--- config.mk ---
export PLATFORM = sky130hd
export DESIGN_NAME = regfile_port_ctrl_flat
export DESIGN_NICKNAME = d
export VERILOG_FILES = /design/src/rtl/regfile_pkg.sv /design/src/rtl/regfile_port_ctrl_if.sv /design/src/rtl/regfile_port_ctrl_operand_bypass.sv /design/src/rtl/regfile_port_ctrl.sv /design/src/flat_wrapper.sv
export SDC_FILE = /design/constraint.sdc
export NUM_CORES = 1
export LEC_CHECK = 0
export CORE_ASPECT_RATIO = 0.7
export CORE_MARGIN = 2
export CORE_UTILIZATION = 42
export DETAILED_ROUTE_END_ITERATION = 7
export HOLD_SLACK_MARGIN = 0.02
export PLACE_DENSITY = 0.87
export RECOVER_POWER = 25
export SLEW_MARGIN = 15
export SYNTH_ARGS = -nofsm -noshare
export SYNTH_HDL_FRONTEND = slang
export SYNTH_SLANG_ARGS = --single-unit
export TNS_END_PERCENT = 30
--- constraint.sdc ---
create_clock -name clock -period 3.2 [get_ports clock]
set_input_delay 0.64 -clock clock [delete_from_list [all_inputs] [get_ports clock]]
set_output_delay 0.64 -clock clock [all_outputs]
set_load 0.005 [all_outputs]
--- src/rtl/regfile_pkg.sv ---
// Shared types and constants for the register-file port controller.
package regfile_pkg;

    localparam int DATA_W   = 32;
    localparam int IDX_W    = 5;
    localparam int CNT_W    = 8;
    localparam int REG_ZERO = 0;

    // Read-side sequencing: wait for request, sample regfile, present operands
    typedef enum logic [1:0] {
        ST_IDLE = 2'd0,
        ST_READ = 2'd1,
        ST_HOLD = 2'd2
    } state_t;

endpackage

--- src/rtl/regfile_port_ctrl_if.sv ---
// Bus bundle between the port controller, its requester/consumer and the regfile.
interface regfile_port_ctrl_if #(
    parameter int DATA_W = regfile_pkg::DATA_W,
    parameter int IDX_W  = regfile_pkg::IDX_W,
    parameter int CNT_W  = regfile_pkg::CNT_W
);
    logic              rd_req_valid;
    logic              rd_req_ready;
    logic [IDX_W-1:0]  rd_rs;
    logic [IDX_W-1:0]  rd_rt;
    logic              op_valid;
    logic              op_ready;
    logic [DATA_W-1:0] op_a;
    logic [DATA_W-1:0] op_b;
    logic              wb_valid;
    logic [IDX_W-1:0]  wb_reg;
    logic [DATA_W-1:0] wb_data;
    logic [IDX_W-1:0]  rf_read_reg1;
    logic [IDX_W-1:0]  rf_read_reg2;
    logic [DATA_W-1:0] rf_read_data1;
    logic [DATA_W-1:0] rf_read_data2;
    logic              rf_RegWrite;
    logic [IDX_W-1:0]  rf_write_reg;
    logic [DATA_W-1:0] rf_write_data;
    logic              err_r0_write;
    logic [CNT_W-1:0]  err_r0_count;

    // Controller side
    modport slave (
        input  rd_req_valid, rd_rs, rd_rt, op_ready, wb_valid, wb_reg, wb_data,
               rf_read_data1, rf_read_data2,
        output rd_req_ready, op_valid, op_a, op_b, rf_read_reg1, rf_read_reg2,
               rf_RegWrite, rf_write_reg, rf_write_data, err_r0_write, err_r0_count
    );

    // Requester / consumer / regfile side
    modport master (
        output rd_req_valid, rd_rs, rd_rt, op_ready, wb_valid, wb_reg, wb_data,
               rf_read_data1, rf_read_data2,
        input  rd_req_ready, op_valid, op_a, op_b, rf_read_reg1, rf_read_reg2,
               rf_RegWrite, rf_write_reg, rf_write_data, err_r0_write, err_r0_count
    );

endinterface

--- src/rtl/regfile_port_ctrl_operand_bypass.sv ---
// Per-operand source select: r0 forces zero, a same-cycle write wins over the regfile.
module operand_bypass
#(
    parameter int DATA_W = regfile_pkg::DATA_W,
    parameter int IDX_W  = regfile_pkg::IDX_W
) (
    input  logic [IDX_W-1:0]  i_idx,
    input  logic [DATA_W-1:0] i_rf_data,
    input  logic              i_wr_en,
    input  logic [IDX_W-1:0]  i_wr_reg,
    input  logic [DATA_W-1:0] i_wr_data,
    output logic [DATA_W-1:0] o_operand
);
    import regfile_pkg::*;

    // Priority: hardwired zero, then forwarded writeback, then regfile read
    always_comb begin
        o_operand = i_rf_data;
        if (i_idx == IDX_W'(REG_ZERO)) begin
            o_operand = '0;
        end else if (i_wr_en && (i_wr_reg == i_idx)) begin
            o_operand = i_wr_data;
        end
    end

endmodule

--- src/rtl/regfile_port_ctrl.sv ---
// Register-file port controller: handshaked two-operand reads with write
// forwarding, combinational writeback pass-through and r0-write error tracking.
module regfile_port_ctrl
#(
    parameter int DATA_W = regfile_pkg::DATA_W,
    parameter int IDX_W  = regfile_pkg::IDX_W,
    parameter int CNT_W  = regfile_pkg::CNT_W
) (
    input  logic                clock,
    input  logic                reset,
    regfile_port_ctrl_if.slave  bus
);
    import regfile_pkg::*;

    state_t            r_state;
    logic [IDX_W-1:0]  r_rs;
    logic [IDX_W-1:0]  r_rt;
    logic [DATA_W-1:0] r_op_a;
    logic [DATA_W-1:0] r_op_b;
    logic              r_op_valid;
    logic              r_err;
    logic [CNT_W-1:0]  r_cnt;

    logic              w_wr_en;
    logic              w_r0_write;
    logic              w_ready;
    logic              w_accept;
    logic [DATA_W-1:0] w_op_a;
    logic [DATA_W-1:0] w_op_b;

    function automatic logic [CNT_W-1:0] sat_inc(input logic [CNT_W-1:0] v);
        return (&v) ? v : v + 1'b1;
    endfunction

    assign w_wr_en    = bus.wb_valid && (bus.wb_reg != IDX_W'(REG_ZERO));
    assign w_r0_write = bus.wb_valid && (bus.wb_reg == IDX_W'(REG_ZERO));
    assign w_ready    = (r_state == ST_IDLE) || ((r_state == ST_HOLD) && bus.op_ready);
    assign w_accept   = bus.rd_req_valid && w_ready;

    assign bus.rf_RegWrite   = w_wr_en;
    assign bus.rf_write_reg  = bus.wb_reg;
    assign bus.rf_write_data = bus.wb_data;
    assign bus.rf_read_reg1  = r_rs;
    assign bus.rf_read_reg2  = r_rt;
    assign bus.rd_req_ready  = w_ready;
    assign bus.op_valid      = r_op_valid;
    assign bus.op_a          = r_op_a;
    assign bus.op_b          = r_op_b;
    assign bus.err_r0_write  = r_err;
    assign bus.err_r0_count  = r_cnt;

    operand_bypass #(.DATA_W(DATA_W), .IDX_W(IDX_W)) u_byp_a (
        .i_idx     (r_rs),
        .i_rf_data (bus.rf_read_data1),
        .i_wr_en   (w_wr_en),
        .i_wr_reg  (bus.wb_reg),
        .i_wr_data (bus.wb_data),
        .o_operand (w_op_a)
    );

    operand_bypass #(.DATA_W(DATA_W), .IDX_W(IDX_W)) u_byp_b (
        .i_idx     (r_rt),
        .i_rf_data (bus.rf_read_data2),
        .i_wr_en   (w_wr_en),
        .i_wr_reg  (bus.wb_reg),
        .i_wr_data (bus.wb_data),
        .o_operand (w_op_b)
    );

    // Read FSM: latch indexes, snapshot operands one cycle later, hold until taken
    always_ff @(posedge clock) begin
        if (reset) begin
            r_state    <= ST_IDLE;
            r_op_valid <= 1'b0;
            r_op_a     <= '0;
            r_op_b     <= '0;
            r_rs       <= '0;
            r_rt       <= '0;
        end else begin
            case (r_state)
                ST_IDLE: begin
                    if (w_accept) begin
                        r_rs    <= bus.rd_rs;
                        r_rt    <= bus.rd_rt;
                        r_state <= ST_READ;
                    end
                end
                ST_READ: begin
                    r_op_a     <= w_op_a;
                    r_op_b     <= w_op_b;
                    r_op_valid <= 1'b1;
                    r_state    <= ST_HOLD;
                end
                ST_HOLD: begin
                    if (bus.op_ready) begin
                        r_op_valid <= 1'b0;
                        if (w_accept) begin
                            r_rs    <= bus.rd_rs;
                            r_rt    <= bus.rd_rt;
                            r_state <= ST_READ;
                        end else begin
                            r_state <= ST_IDLE;
                        end
                    end
                end
                default: begin
                    r_state    <= ST_IDLE;
                    r_op_valid <= 1'b0;
                end
            endcase
        end
    end

    // Rejected r0 writes: one-cycle flag and a saturating tally
    always_ff @(posedge clock) begin
        if (reset) begin
            r_err <= 1'b0;
            r_cnt <= '0;
        end else begin
            r_err <= w_r0_write;
            if (w_r0_write) begin
                r_cnt <= sat_inc(r_cnt);
            end
        end
    end

endmodule

--- src/flat_wrapper.sv ---
// flat-port wrapper written by rule: the top's interface ports become plain ports
module regfile_port_ctrl_flat import regfile_pkg::*;
#(
    parameter int DATA_W = regfile_pkg::DATA_W,
    parameter int IDX_W  = regfile_pkg::IDX_W,
    parameter int CNT_W  = regfile_pkg::CNT_W
)
  (clock, reset, bus_rd_req_valid, bus_rd_rs, bus_rd_rt, bus_op_ready, bus_wb_valid, bus_wb_reg, bus_wb_data, bus_rf_read_data1, bus_rf_read_data2, bus_rd_req_ready, bus_op_valid, bus_op_a, bus_op_b, bus_rf_read_reg1, bus_rf_read_reg2, bus_rf_RegWrite, bus_rf_write_reg, bus_rf_write_data, bus_err_r0_write, bus_err_r0_count);
  regfile_port_ctrl_if #(.DATA_W(DATA_W), .IDX_W(IDX_W), .CNT_W(CNT_W)) bus_i ();
  input  logic clock;
  input  logic reset;
  input wire logic [$bits(bus_i.rd_req_valid)-1:0] bus_rd_req_valid;
  input wire logic [$bits(bus_i.rd_rs)-1:0] bus_rd_rs;
  input wire logic [$bits(bus_i.rd_rt)-1:0] bus_rd_rt;
  input wire logic [$bits(bus_i.op_ready)-1:0] bus_op_ready;
  input wire logic [$bits(bus_i.wb_valid)-1:0] bus_wb_valid;
  input wire logic [$bits(bus_i.wb_reg)-1:0] bus_wb_reg;
  input wire logic [$bits(bus_i.wb_data)-1:0] bus_wb_data;
  input wire logic [$bits(bus_i.rf_read_data1)-1:0] bus_rf_read_data1;
  input wire logic [$bits(bus_i.rf_read_data2)-1:0] bus_rf_read_data2;
  output wire logic [$bits(bus_i.rd_req_ready)-1:0] bus_rd_req_ready;
  output wire logic [$bits(bus_i.op_valid)-1:0] bus_op_valid;
  output wire logic [$bits(bus_i.op_a)-1:0] bus_op_a;
  output wire logic [$bits(bus_i.op_b)-1:0] bus_op_b;
  output wire logic [$bits(bus_i.rf_read_reg1)-1:0] bus_rf_read_reg1;
  output wire logic [$bits(bus_i.rf_read_reg2)-1:0] bus_rf_read_reg2;
  output wire logic [$bits(bus_i.rf_RegWrite)-1:0] bus_rf_RegWrite;
  output wire logic [$bits(bus_i.rf_write_reg)-1:0] bus_rf_write_reg;
  output wire logic [$bits(bus_i.rf_write_data)-1:0] bus_rf_write_data;
  output wire logic [$bits(bus_i.err_r0_write)-1:0] bus_err_r0_write;
  output wire logic [$bits(bus_i.err_r0_count)-1:0] bus_err_r0_count;
  assign bus_i.rd_req_valid = bus_rd_req_valid;
  assign bus_i.rd_rs = bus_rd_rs;
  assign bus_i.rd_rt = bus_rd_rt;
  assign bus_i.op_ready = bus_op_ready;
  assign bus_i.wb_valid = bus_wb_valid;
  assign bus_i.wb_reg = bus_wb_reg;
  assign bus_i.wb_data = bus_wb_data;
  assign bus_i.rf_read_data1 = bus_rf_read_data1;
  assign bus_i.rf_read_data2 = bus_rf_read_data2;
  assign bus_rd_req_ready = bus_i.rd_req_ready;
  assign bus_op_valid = bus_i.op_valid;
  assign bus_op_a = bus_i.op_a;
  assign bus_op_b = bus_i.op_b;
  assign bus_rf_read_reg1 = bus_i.rf_read_reg1;
  assign bus_rf_read_reg2 = bus_i.rf_read_reg2;
  assign bus_rf_RegWrite = bus_i.rf_RegWrite;
  assign bus_rf_write_reg = bus_i.rf_write_reg;
  assign bus_rf_write_data = bus_i.rf_write_data;
  assign bus_err_r0_write = bus_i.err_r0_write;
  assign bus_err_r0_count = bus_i.err_r0_count;
  regfile_port_ctrl #(.DATA_W(DATA_W), .IDX_W(IDX_W), .CNT_W(CNT_W)) u_core (.clock(clock), .reset(reset), .bus(bus_i));
endmodule
# Word level (Yosys, flattened, before mapping)
# Index checks and enable logic that the tools add are counted.
classes:
  add_sub_neg: 1
  eq_ne: 6
  n_mux: 16
  bitwise_logic: 2
  n_reduce_logical: 18
op_table:
  columns: ["op", "n"]
  rows:
  - ["32-bit 2-to-1 mux", 4]
  - ["5-bit 2-to-1 mux", 4]
  - ["5-bit case mux with 2 select lines", 2]
  - ["5-bit zero test", 3]
  - ["5-bit equality test", 2]
  - ["8-bit by 1-bit adder with 8-bit output (second input constant)", 1]
  - ["2-bit AND reduction", 4]
  - ["8-bit AND reduction", 1]
  - ["1-bit logical AND", 6]
  - ["2-bit case mux with 3 select lines", 1]
  - ["5-bit nonzero test", 1]
  - ["2-bit 2-to-1 mux", 2]
  - ["1-bit case mux with 3 select lines", 1]
  - ["2-bit by 1-bit equality test with 1-bit output (second input constant)", 1]
  - ["2-bit equality test (second input constant)", 1]
  - ["2-bit zero test", 1]
  - ["1-bit 2-to-1 mux", 2]
  - ["2-bit by 1-bit inequality test with 1-bit output (second input constant)", 1]
  - ["2-bit inequality test (second input constant)", 1]
  - ["1-bit NOT", 2]
  - ["2-bit nonzero test", 1]
  - ["1-bit logical OR", 1]
totals:
  ff_bits: 86
  output_inout_bits: 123
  word_cells: 51

# Depth between registers and ports, before layout
logic_depth:
  depth_word: 7
  ltp_mapped: 7
  depth_no_buf: 5

# By module
# A second synthesis with hierarchy kept.
unflattened:
  hier_cells: 659
  hier_area_um2: 4672.0
by_module_without_submodules:
  columns: ["mod", "n_inst", "cells_each", "area_each_um2", "seq_area_each_um2"]
  rows:
  - ["regfile_port_ctrl", 1, 413, 3380.7, 1721.7]
  - ["operand_bypass", 2, 123, 645.6, 0.0]

# Worst setup path before layout
# No wires, ideal clock.
synth_path:
  path_type: "input -> register"
  from: "input reset"
  to: "register u_core.r_op_b[0], in the netlist u_core.bus.op_b[0]"
  setup_time_ns: 0.079
  t_arrival_ns: 1.860
  required_ns: 3.121
  path_slack_ns: 1.261
  path_stages: 6
  n_path_buf: 2
  cell_sequence: "clkbuf_1 > or3b_1 > a21oi_2 > buf_2 > nand4_1 > o211ai_1"
synth_rtl:
  columns: ["element", "line_no", "rtl"]
  rows:
  - ["from (decl)", "flat_wrapper.sv:11", "input logic reset;"]
  - ["to (signal assigned)", "regfile_port_ctrl.sv:90", "r_op_b <= w_op_b;"]
  - ["to (decl)", "regfile_port_ctrl.sv:19", "logic [DATA_W-1:0] r_op_b;"]

# Final worst setup path
layout_path:
  from: "input bus_wb_reg[0]"
  to: "output bus_rf_RegWrite"
layout_between:
  elab_chain_cells: 2
layout_rtl:
  columns: ["element", "line_no", "rtl"]
  rows:
  - ["from (decl)", "flat_wrapper.sv:17", "input wire logic [$bits(bus_i.wb_reg)-1:0] bus_wb_reg;"]
  - ["5-bit nonzero test", "regfile_port_ctrl.sv:35", "assign w_wr_en = bus.wb_valid && (bus.wb_reg != IDX_W'(REG_ZERO));"]
  - ["1-bit logical AND", "regfile_port_ctrl.sv:35", null]
  - ["to (decl)", "flat_wrapper.sv:27", "output wire logic [$bits(bus_i.rf_RegWrite)-1:0] bus_rf_RegWrite;"]
# Every way passes these cells.

==> impl_metrics.tcl <==
set metrics [dict create \
    gp_congestion 0.947 \
    drt_iter0_markers 358 \
    maxSlewViolCount 0 \
    vias 4711 \
    cts_root_buffer "clkbuf_16" \
    clk_latency_ns 0.33 \
    gr-total-overflow 0 \
    critPathKind "input port to output port" \
    crit_fanout 4 \
    drc 0 \
    postSynthCellCount 524 \
    post_cts_resized 0 \
    finalSetupViolations 0 \
    die_x_um 124 \
    start_util_pct 43.4 \
    wl_per_cell_um 17.9 \
    hold_class "flip-flop to flip-flop" \
    power_w 0.00262 \
    syn_avg_cell_area_um2 8.08 \
    clk_pin_slew_ns 0.06 \
    first_pass_iters 5 \
    ctsHoldBuffers 0 \
    cts_buffer_depth 2 \
    status "completed" \
    core-area_mm2 0.00976 \
    cp.required_ns 2.56 \
    drt-total-wl_um 15000 \
    highest_layer "met4" \
    synth-seq-cells 86 \
    synth_seq_area_share_pct 40.7 \
    area_delta_synth_final_pct 59.8 \
    crit_chain "clkdlybuf4s50_1, nor4_4, a21boi_0, clkdlybuf4s50_1" \
    final_net_count 825 \
    wl_met1_um 6160 \
    cpMostUsedCell "clkdlybuf4s50_1" \
    start_kind "input port" \
    ys_warn_count 0 \
    tightest_slew_ns 1.23 \
    ios 239 \
    fmaxAchievable_mhz 358 \
    crit_slowest_cell "clkdlybuf4s50_1" \
    ir_drop_uv 237 \
    cts_buffers 9 \
    finalHoldViolCount 0 \
    rr_worst_depth 5 \
    row_count 30 \
    path_buf_inv 2 \
    synthTopCellsByArea "dfxtp_1 (41%), nand2_1 (12%), o211ai_1 (11%)" \
    dr_wl_met3_um 1280 \
    maxCapViolCount 0 \
    power.density_mw_per_mm2 387 \
    drive_above_1_share_pct 6.03 \
    track_usage_pct 27.1 \
    post_cts_buffers 0 \
    path_delay_family "buffers and inverters" \
    num_antenna_cells 0 \
    hold_depth 2 \
    slew_headroom_pct 18.2 \
    netlist_area_mm2 0.00423 \
    cp-end-kind "output port" \
    crit_cells 4 \
    ys_types 35 \
    drt.antenna.violating_nets 0 \
    synth_top_cell_area_share_pct 40.7 \
    layout_commonest_cell "clkdlybuf4s50_1" \
    holdWs_ns 0.462 \
    setup-tns-final_ns 0 \
    arrival_ns 2.15 \
    dp.final_hpwl_um 11100 \
    io_buffers 238 \
    finClkSkew_ns 0.00840 \
    placed_area_mm2 0.00650 \
    tritoncts "built" \
    dieArea_mm2 0.0109 \
    period_needed_ns 2.79 \
    cts_sinks 86 \
    fillers 782 \
    rsz0062_at_grt "false" \
    antenna_found_initial 0 \
    final_core_util_pct 69.3 \
    synth_top_area_cell "dfxtp_1" \
    p_leak_nw 2.39 \
    design_area_mm2 0.00677 \
    max_stage_delay_ns 0.54 \
    htreeDepth 3 \
    syn_nets 641 \
    fp.dieH_um 88.0 \
    grt_first_pass_wirelength_um 23000 \
    vias_per_cell 5.60 \
    grt_pass1_vias 4406 \
    finalCritPeriodShare_pct 87.2 \
    grt_max_degree 65 \
    final_cell_mix "clkdlybuf4s50_1 (198), nand2_1 (130), dfxtp_1 (86)" \
    route.met2.wl_um 7260 \
]
## registers in the layout, indices dropped and copies added, names as in the netlist
name                     cells
u_core.bus.op_b             32
u_core.bus.rf_read_reg2      5
u_core.bus.err_r0_write      1
u_core.bus.err_r0_count      8
u_core.bus.op_a             32
u_core.r_state               2
u_core.bus.op_valid          1
u_core.bus.rf_read_reg1      5
## path summary, 6_finish.rpt
path / startpoint / to / slack [ns]
min: u_core.bus.op_b[6]$_SDFFE_PP0P_ / u_core.bus.op_b[6]$_SDFFE_PP0P_ / 0.46
min reg2reg: u_core.bus.op_b[6]$_SDFFE_PP0P_ / u_core.bus.op_b[6]$_SDFFE_PP0P_ / 0.46
max: bus_wb_reg[0] / bus_rf_RegWrite / 0.41
max reg2reg: u_core.bus.rf_read_reg2[1]$_SDFFE_PP0P_ / u_core.bus.op_b[7]$_SDFFE_PP0P_ / 1.36
## cell usage after synthesis (all sizes together)
master / number
nand2: 130
dfxtp: 86
nand4: 65
o211ai: 64
buf: 58
clkbuf: 24
nor2: 19
a21oi: 11
mux2i: 10
nand3: 6
xnor2: 6
nor2b: 5
inv: 4
nor3: 4
xor2: 4
a211oi: 3
and4: 3
o21ai: 3
or3: 3
or4: 3
and2: 2
mux2: 2
o31ai: 2
a21boi: 1
a31o: 1
and3: 1
ha: 1
nor4: 1
o41ai: 1
or3b: 1
## worst reg2reg max path, stage by stage (launching register included)
cell,delay (ns)
dfxtp_1,0.43
xnor2_1,0.14
and4_1,0.49
and2_1,0.22
buf_4,0.27
o211ai_1,0.15
## stage by stage
stage	instances	setup slack, ns
floorplan	524	1.26
global placement	825	0.501
detailed placement	825	0.404
CTS	841	0.403
global route	841	0.320
finish	841	0.408
## cell type report
class                           instances  area (um2)  area share (%)
Clock inverter                          7        47.5           0.703
Inverter                                4        15.0           0.222
Sequential cell                        86        1720            25.4
Multi-Input combinational cell        352        2060            30.5
Tap cell                              128         160            2.37
Timing Repair Buffer                  255        2530            37.4
Clock buffer                            9         225            3.33
## layer usage
metal / up-vias / GRT usage [%]
met5: - / 0
met4: 0 / 9.70
met3: 28 / 6.58
met2: 253 / 46.1
met1: 2222 / 33.7
li1: 2208 / -
## power breakdown
group | total, W | internal, W | switching, W
Sequential | 0.00115 | 0.00111 | 0.0000326
Clock | 0.000959 | 0.000527 | 0.000432
Combinational | 0.000515 | 0.000292 | 0.000222
Total | 0.00262 | 0.00193 | 0.000687
## logic make-up (layout without fill, tap and decap cells)
| kind of cell | after synthesis | in the layout | share of synthesized area [%] |
|---|---|---|---|
| xor+xnor | 10 | 10 | 2.07 |
| flops | 86 | 86 | 40.7 |
| simple gates | 243 | 243 | 27.6 |
| buf+inv | 86 | 275 | 11.7 |
| compound gates | 86 | 86 | 14.8 |
| fa+ha+maj | 1 | 1 | 0.296 |
| mux | 12 | 12 | 2.90 |
No activity file was read; power rests on OpenSTA's default activity.
